--- config.mk ---
export PLATFORM = sky130hd
export DESIGN_NAME = fetch_decode_buffer_flat
export DESIGN_NICKNAME = d
export VERILOG_FILES = /design/src/rtl/cpu_pkg.sv /design/src/rtl/fetch_decode_buffer_if.sv /design/src/rtl/ifid_slot.sv /design/src/rtl/fetch_decode_buffer.sv /design/src/flat_wrapper.sv
export SDC_FILE = /design/constraint.sdc
export NUM_CORES = 1
export LEC_CHECK = 0
export BUFFER_PORTS_ARGS = -buffer_cell sky130_fd_sc_hd__buf_2
export CAP_MARGIN = 20
export CORE_MARGIN = 10
export CORE_UTILIZATION = 35
export CTS_CLUSTER_SIZE = 10
export DETAILED_ROUTE_END_ITERATION = 6
export GPL_TIMING_DRIVEN = 0
export PLACE_DENSITY_LB_ADDON = 0.12
export SLEW_MARGIN = 20
export SYNTH_ARGS = -nofsm -noshare
export SYNTH_HDL_FRONTEND = slang
export SYNTH_SLANG_ARGS = --single-unit
--- constraint.sdc ---
create_clock -name clk -period 3.1 [get_ports clk]
set_input_delay 0.31 -clock clk [delete_from_list [all_inputs] [get_ports clk]]
set_output_delay 0.31 -clock clk [all_outputs]
set_load 0.01 [all_outputs]
--- src/rtl/cpu_pkg.sv ---
// Shared LEGv8 front-end definitions used by fetch, the fetch/decode buffer
// and decode.
//   PC_W      : program counter width in bits
//   SLOT_W    : width of one buffered {pc, instruction} entry
//   NOP_WORD  : encoding presented to decode when nothing valid is buffered
//   HALT_OPC  : instr[31:21] value that marks the HALT instruction
//   occ_t     : buffer occupancy, which doubles as the buffer state
//   is_halt() : true when a 32-bit word carries the HALT opcode
package cpu_pkg;

  localparam int          PC_W     = 64;
  localparam int          SLOT_W   = PC_W + 32;
  localparam logic [31:0] NOP_WORD = 32'hD503201F;
  localparam logic [10:0] HALT_OPC = 11'h7FF;

  typedef enum logic [1:0] {
    EMPTY = 2'd0,
    ONE   = 2'd1,
    FULL  = 2'd2
  } occ_t;

  function automatic logic is_halt(input logic [31:0] instr);
    return instr[31:21] == HALT_OPC;
  endfunction

endpackage

--- src/rtl/fetch_decode_buffer_if.sv ---
// Fetch-side and decode-side handshake bundle for the fetch/decode buffer.
//   f_valid/f_instr/f_pc : word offered by fetch
//   f_ready              : buffer can take the offered word this cycle
//   d_valid/d_instr/d_pc : head entry presented to decode
//   d_ready              : decode consumes the head this cycle
// modport slave  : the buffer itself
// modport master : the surrounding fetch/decode logic (or a testbench)
interface fetch_decode_buffer_if;
  import cpu_pkg::*;

  logic            f_valid;
  logic [31:0]     f_instr;
  logic [PC_W-1:0] f_pc;
  logic            f_ready;
  logic            d_valid;
  logic [31:0]     d_instr;
  logic [PC_W-1:0] d_pc;
  logic            d_ready;

  modport slave (
    input  f_valid, f_instr, f_pc, d_ready,
    output f_ready, d_valid, d_instr, d_pc
  );

  modport master (
    output f_valid, f_instr, f_pc, d_ready,
    input  f_ready, d_valid, d_instr, d_pc
  );

endinterface

--- src/rtl/ifid_slot.sv ---
// One buffer entry: a {pc, instruction} register with load enable and clear.
//   clk   : rising-edge clock
//   reset : synchronous active-high reset, clears the entry
//   clear : synchronous clear (used when wrong-path words are discarded)
//   load  : capture d on this edge
//   d / q : entry input / registered entry
module ifid_slot
  import cpu_pkg::*;
(
  input  logic              clk,
  input  logic              reset,
  input  logic              clear,
  input  logic              load,
  input  logic [SLOT_W-1:0] d,
  output logic [SLOT_W-1:0] q
);

  // Clear wins over load so a discarded word never lands in the entry.
  always_ff @(posedge clk) begin
    if (reset || clear) begin
      q <= '0;
    end else if (load) begin
      q <= d;
    end
  end

endmodule

--- src/rtl/fetch_decode_buffer.sv ---
// Two-entry in-order instruction buffer between fetch and decode.
//   clk, reset    : rising-edge clock, synchronous active-high reset
//   bus (slave)   : fetch handshake in, decode handshake out
//   flush         : taken branch, discard every buffered word
//   halted        : sticky, HALT has been handed to decode
//   delivered_cnt : number of words handed to decode (wraps at 2^32)
// slot0 is the head presented to decode, slot1 the tail. The occupancy
// register is the state machine. Outputs come from registers only, so an
// accepted word reaches decode one cycle later.
module fetch_decode_buffer
  import cpu_pkg::*;
(
  input  logic                  clk,
  input  logic                  reset,
  fetch_decode_buffer_if.slave  bus,
  input  logic                  flush,
  output logic                  halted,
  output logic [31:0]           delivered_cnt
);

  occ_t              occ, occ_nxt;
  logic              halt_pending;
  logic              accept, deliver;
  logic              load0, load1;
  logic [SLOT_W-1:0] new_word, slot0_d, slot0_q, slot1_q;
  logic [31:0]       head_instr;
  logic [PC_W-1:0]   head_pc;

  assign new_word   = {bus.f_pc, bus.f_instr};
  assign head_instr = slot0_q[31:0];
  assign head_pc    = slot0_q[SLOT_W-1:32];

  // Once HALT is buffered, fetch is held off; once delivered, decode sees
  // nothing more until reset.
  assign bus.f_ready = (occ != FULL) && !halt_pending && !halted;
  assign bus.d_valid = (occ != EMPTY) && !halted;
  assign bus.d_instr = bus.d_valid ? head_instr : NOP_WORD;
  assign bus.d_pc    = bus.d_valid ? head_pc : '0;

  assign accept  = bus.f_valid && bus.f_ready;
  assign deliver = bus.d_valid && bus.d_ready;

  ifid_slot u_slot0 (
    .clk   (clk),
    .reset (reset),
    .clear (flush),
    .load  (load0),
    .d     (slot0_d),
    .q     (slot0_q)
  );

  ifid_slot u_slot1 (
    .clk   (clk),
    .reset (reset),
    .clear (flush),
    .load  (load1),
    .d     (new_word),
    .q     (slot1_q)
  );

  // Occupancy register.
  always_ff @(posedge clk) begin
    if (reset) begin
      occ <= EMPTY;
    end else begin
      occ <= occ_nxt;
    end
  end

  // Next occupancy and slot loads. In ONE with accept and deliver together
  // the head is consumed and replaced in place; in FULL a deliver shifts
  // the tail forward into the head.
  always_comb begin
    occ_nxt = occ;
    load0   = 1'b0;
    load1   = 1'b0;
    slot0_d = new_word;
    if (flush) begin
      occ_nxt = EMPTY;
    end else begin
      case (occ)
        EMPTY: begin
          if (accept) begin
            occ_nxt = ONE;
            load0   = 1'b1;
          end
        end
        ONE: begin
          if (accept && deliver) begin
            load0 = 1'b1;
          end else if (accept) begin
            occ_nxt = FULL;
            load1   = 1'b1;
          end else if (deliver) begin
            occ_nxt = EMPTY;
          end
        end
        FULL: begin
          if (deliver) begin
            occ_nxt = ONE;
            load0   = 1'b1;
            slot0_d = slot1_q;
          end
        end
        default: occ_nxt = EMPTY;
      endcase
    end
  end

  // HALT tracking and delivery counter. A deliver in a flush cycle still
  // really happened, so it counts and can still set halted; a HALT that is
  // only buffered is wrong-path and is forgotten on flush.
  always_ff @(posedge clk) begin
    if (reset) begin
      halt_pending  <= 1'b0;
      halted        <= 1'b0;
      delivered_cnt <= '0;
    end else begin
      if (deliver) begin
        delivered_cnt <= delivered_cnt + 32'd1;
      end
      if (deliver && is_halt(head_instr)) begin
        halted <= 1'b1;
      end
      if (flush) begin
        halt_pending <= 1'b0;
      end else if (accept && is_halt(bus.f_instr)) begin
        halt_pending <= 1'b1;
      end
    end
  end

endmodule
--- src/flat_wrapper.sv ---
// flat-port wrapper written by rule: the top's interface ports become plain ports
module fetch_decode_buffer_flat import cpu_pkg::*;
  (clk, reset, flush, halted, delivered_cnt, bus_f_valid, bus_f_instr, bus_f_pc, bus_d_ready, bus_f_ready, bus_d_valid, bus_d_instr, bus_d_pc);
  fetch_decode_buffer_if bus_i ();
  input  logic clk;
  input  logic reset;
  input  logic flush;
  output logic halted;
  output logic [31:0] delivered_cnt;
  input wire logic [$bits(bus_i.f_valid)-1:0] bus_f_valid;
  input wire logic [$bits(bus_i.f_instr)-1:0] bus_f_instr;
  input wire logic [$bits(bus_i.f_pc)-1:0] bus_f_pc;
  input wire logic [$bits(bus_i.d_ready)-1:0] bus_d_ready;
  output wire logic [$bits(bus_i.f_ready)-1:0] bus_f_ready;
  output wire logic [$bits(bus_i.d_valid)-1:0] bus_d_valid;
  output wire logic [$bits(bus_i.d_instr)-1:0] bus_d_instr;
  output wire logic [$bits(bus_i.d_pc)-1:0] bus_d_pc;
  assign bus_i.f_valid = bus_f_valid;
  assign bus_i.f_instr = bus_f_instr;
  assign bus_i.f_pc = bus_f_pc;
  assign bus_i.d_ready = bus_d_ready;
  assign bus_f_ready = bus_i.f_ready;
  assign bus_d_valid = bus_i.d_valid;
  assign bus_d_instr = bus_i.d_instr;
  assign bus_d_pc = bus_i.d_pc;
  fetch_decode_buffer u_core (.clk(clk), .reset(reset), .bus(bus_i), .flush(flush), .halted(halted), .delivered_cnt(delivered_cnt));
endmodule
==> flow_metrics.tcl <==
set metrics [dict create \
    status "complete, no violations" \
    yosys_warnings 0 \
    slowest_stage "nand4b_1" \
    post_cts_buffers 0 \
    synth_top_cell_area_share 0.451 \
    endpoint_kind "flop" \
    grt_usage 0.176 \
    syn-num-nets 1287 \
    reg2reg_depth 7 \
    yosysSeqAreaShare 0.451 \
    drive_gt1_frac 0.209 \
    total_power_mw 6.29 \
    crit_top_cell "clkbuf_1" \
    synth_seq_cells 228 \
    worstPathRequired_ps 3490 \
    critPathArrivalTime_ps 3260 \
    rsz0062_at_grt "no" \
    synth_cells 1185 \
    synth_area_leaders "dfxtp_1 (45%), mux2i_1 (9.5%), nand2_1 (7.5%), a211oi_1 (7.1%), a21oi_1 (6.1%)" \
    place.gp.congestion 0.819 \
    hold_slack_ps 31.1 \
    fin_crit_sh 0.926 \
    regToRegSetupSlack_ps 230 \
    cts_buffers 27 \
    crit_fanout 10 \
    clkSlewWorstSetupHoldPaths_ps 60 \
    path_cells "clkbuf_1 > nor4b_1 > nand4b_1 > clkbuf_1 > clkbuf_1 > nand2_1 > a21oi_1" \
    whs_path_depth 3 \
    fmax_mhz 348 \
    core-area_um2 28600 \
    tightest_slew_ps 688 \
    reg2reg_from "u_core.halted" \
    fp-row-count 62 \
    grt_pass1_vias 9239 \
    grt_pass1_wl_um 51900 \
    finalSetupViolations 0 \
    power_leakage_nw 4.54 \
    port_buffers 230 \
    die_h_um 190 \
    via_count 9334 \
    totalWireLength_um 33100 \
    die_w_um 190 \
    start_util 0.353 \
    drt_pass1_iterations 4 \
    slew_viol_final 0 \
    fin_nets 1546 \
    clock_path_buffers 3 \
    wl_per_cell_um 18.0 \
    synth.distinct_cells 42 \
    syn_avg_cell_area_um2 8.54 \
    die_area_um2 36100 \
    hp-class "in2reg" \
    final_common_cell "buf_2" \
    hp-start "bus_f_pc[6]" \
    clock-root-buffer "clkbuf_16" \
    layout_common_cells "buf_2 (252), dfxtp_1 (228), nand2_1 (201)" \
    ir_drop_v 0.000398 \
    grt_max_degree 14 \
    dp.cells 1799 \
    cts_sinks 228 \
    gr-total-overflow 0 \
    yosysTopAreaCell "dfxtp_1" \
    worstReg2RegEnd "u_core.u_slot1.q[20]" \
    post_synth_instance_area_um2 10100 \
    finalHoldViolations 0 \
    drt_iter0_drc 450 \
    final_cells 1838 \
    drv_cap 0 \
    tns_ps 0 \
    ant_nets 0 \
    htreeDepth 1 \
    hpwl_um 24400 \
    p_per_area_nw_per_um2 503 \
    start_kind "flop" \
    fin_crit_ps 2870 \
    vias_per_cell 5.08 \
    cts_tree "done" \
    clock_latency_ps 520 \
    num_io_pins 232 \
    fin_skew_ps 9.47 \
    drcViolationCount 0 \
    min_to "u_core.u_slot1.q[38]" \
    area_delta_synth_final_pct 23.6 \
    antenna_found_initial 2 \
    criticalPathCategory "reg2reg" \
    slew_headroom 0.541 \
    slowest_delay_ps 580 \
]
## layout make-up
cell class | count | area [µm²]
antenna | 1 | 2.50
fill | 2965 | 16100
buffer | 112 | 492
inverter | 3 | 11.3
clock inverter | 1 | 8.76
multi-input combinational | 842 | 5060
clock buffer | 37 | 733
timing repair buffer | 230 | 1150
tap | 384 | 480
sequential | 228 | 4560
## cells by family (layout without fill, tap and decap cells)
logic type | count (synthesis) | count (layout) | share of synthesized area
multiplexers | 96 | 96 | 0.0950
flip-flops | 228 | 228 | 0.451
XOR/XNOR | 8 | 8 | 0.00693
adder cells (fa/ha/maj) | 1 | 1 | 0.00124
AND/OR/NAND/NOR | 488 | 488 | 0.243
AO/OA/AOI/OAI | 249 | 249 | 0.153
other | 0 | 1 | 0
buffers and inverters | 115 | 383 | 0.0495
## cell usage after synthesis
cell      count
ha_1          1
nand4_1      14
or4b_4        1
nor4b_4       1
and3_1        2
o21bai_1      1
nor3b_2       1
or2_1         1
a211oi_1     96
xnor2_1       6
and2_1       83
buf_1         3
o211ai_1      2
xor2_1        2
or2_2         1
nor4b_1       1
dfxtp_1     228
nor2_1       16
or3b_2        1
mux2i_1      96
nand4b_1      1
nor3b_1       1
nor3_1      103
and4_1        4
nand3b_1      2
or4_1        21
clkbuf_1     76
nand2_1     201
a21oi_1     123
inv_1         3
buf_4        10
buf_2        22
o21ai_0       4
a31oi_1       1
nand3_1      11
o31ai_1      21
o211a_1       1
nand2b_1      1
nor2b_1       3
nor3_4        1
or3_1        17
clkbuf_4      1
## power by group
part | switching, mW | leakage (nW) | total [mW] | internal, mW
logic | 0.309 | 2.33 | 0.490 | 0.181
clock network | 1.18 | 0.361 | 2.79 | 1.62
registers | 0.0265 | 1.84 | 3.01 | 2.98
## state kept, by name, summed over array words and instances, names as in the netlist
signal / count
u_core.halt_pending: 1
u_core.delivered_cnt: 32
u_core.u_slot1.q: 96
u_core.occ: 2
u_core.u_slot0.q: 96
u_core.halted: 1
## worst max-delay path by stage
stage	startpoint	cells after the start	to
after floorplan	u_core.delivered_cnt[11]	5	u_core.delivered_cnt[29]
after global placement	u_core.occ[0]	7	bus_d_pc[62]
after detailed placement	u_core.halted	7	u_core.u_slot1.q[24]
after CTS	u_core.occ[0]	7	bus_d_pc[29]
after global routing	u_core.halted	7	u_core.u_slot1.q[26]
final	u_core.halted	7	u_core.u_slot1.q[20]
## worst max-delay path: cells and delay by family (launching register included)
kind	cells	cell delay (ps)
AND/OR/NAND/NOR	3	1250
buffers and inverters	3	1080
flip-flops	1	340
AO/OA/AOI/OAI	1	70
## repair_timing
action / 4_1_cts / 5_1_grt
hold buffers: 0 / 0
gates cloned: 0 / 0
endpoints found under the setup margin: 51 / 44
resized for setup: 2 / 3
pin swaps: 0 / 0
## routing by layer
metal	GRT usage	vias up	share of wire
met2	0.290	222	0.46
met5	0	-	0.00021
met4	0.0308	2	0.010
met3	0.0434	28	0.064
met1	0.231	4354	0.46
li1	-	4728	-
## per-stage QoR
step                      setup WS [ps]   util  area, µm²
after detailed placement            243  0.410      11700
after global placement              258  0.410      11700
final                               230  0.437      12500
after global routing               34.3  0.437      12500
after floorplan                    1130      -      10100
after CTS                          53.2  0.436      12500
No activity file was read; power rests on OpenSTA's default activity.
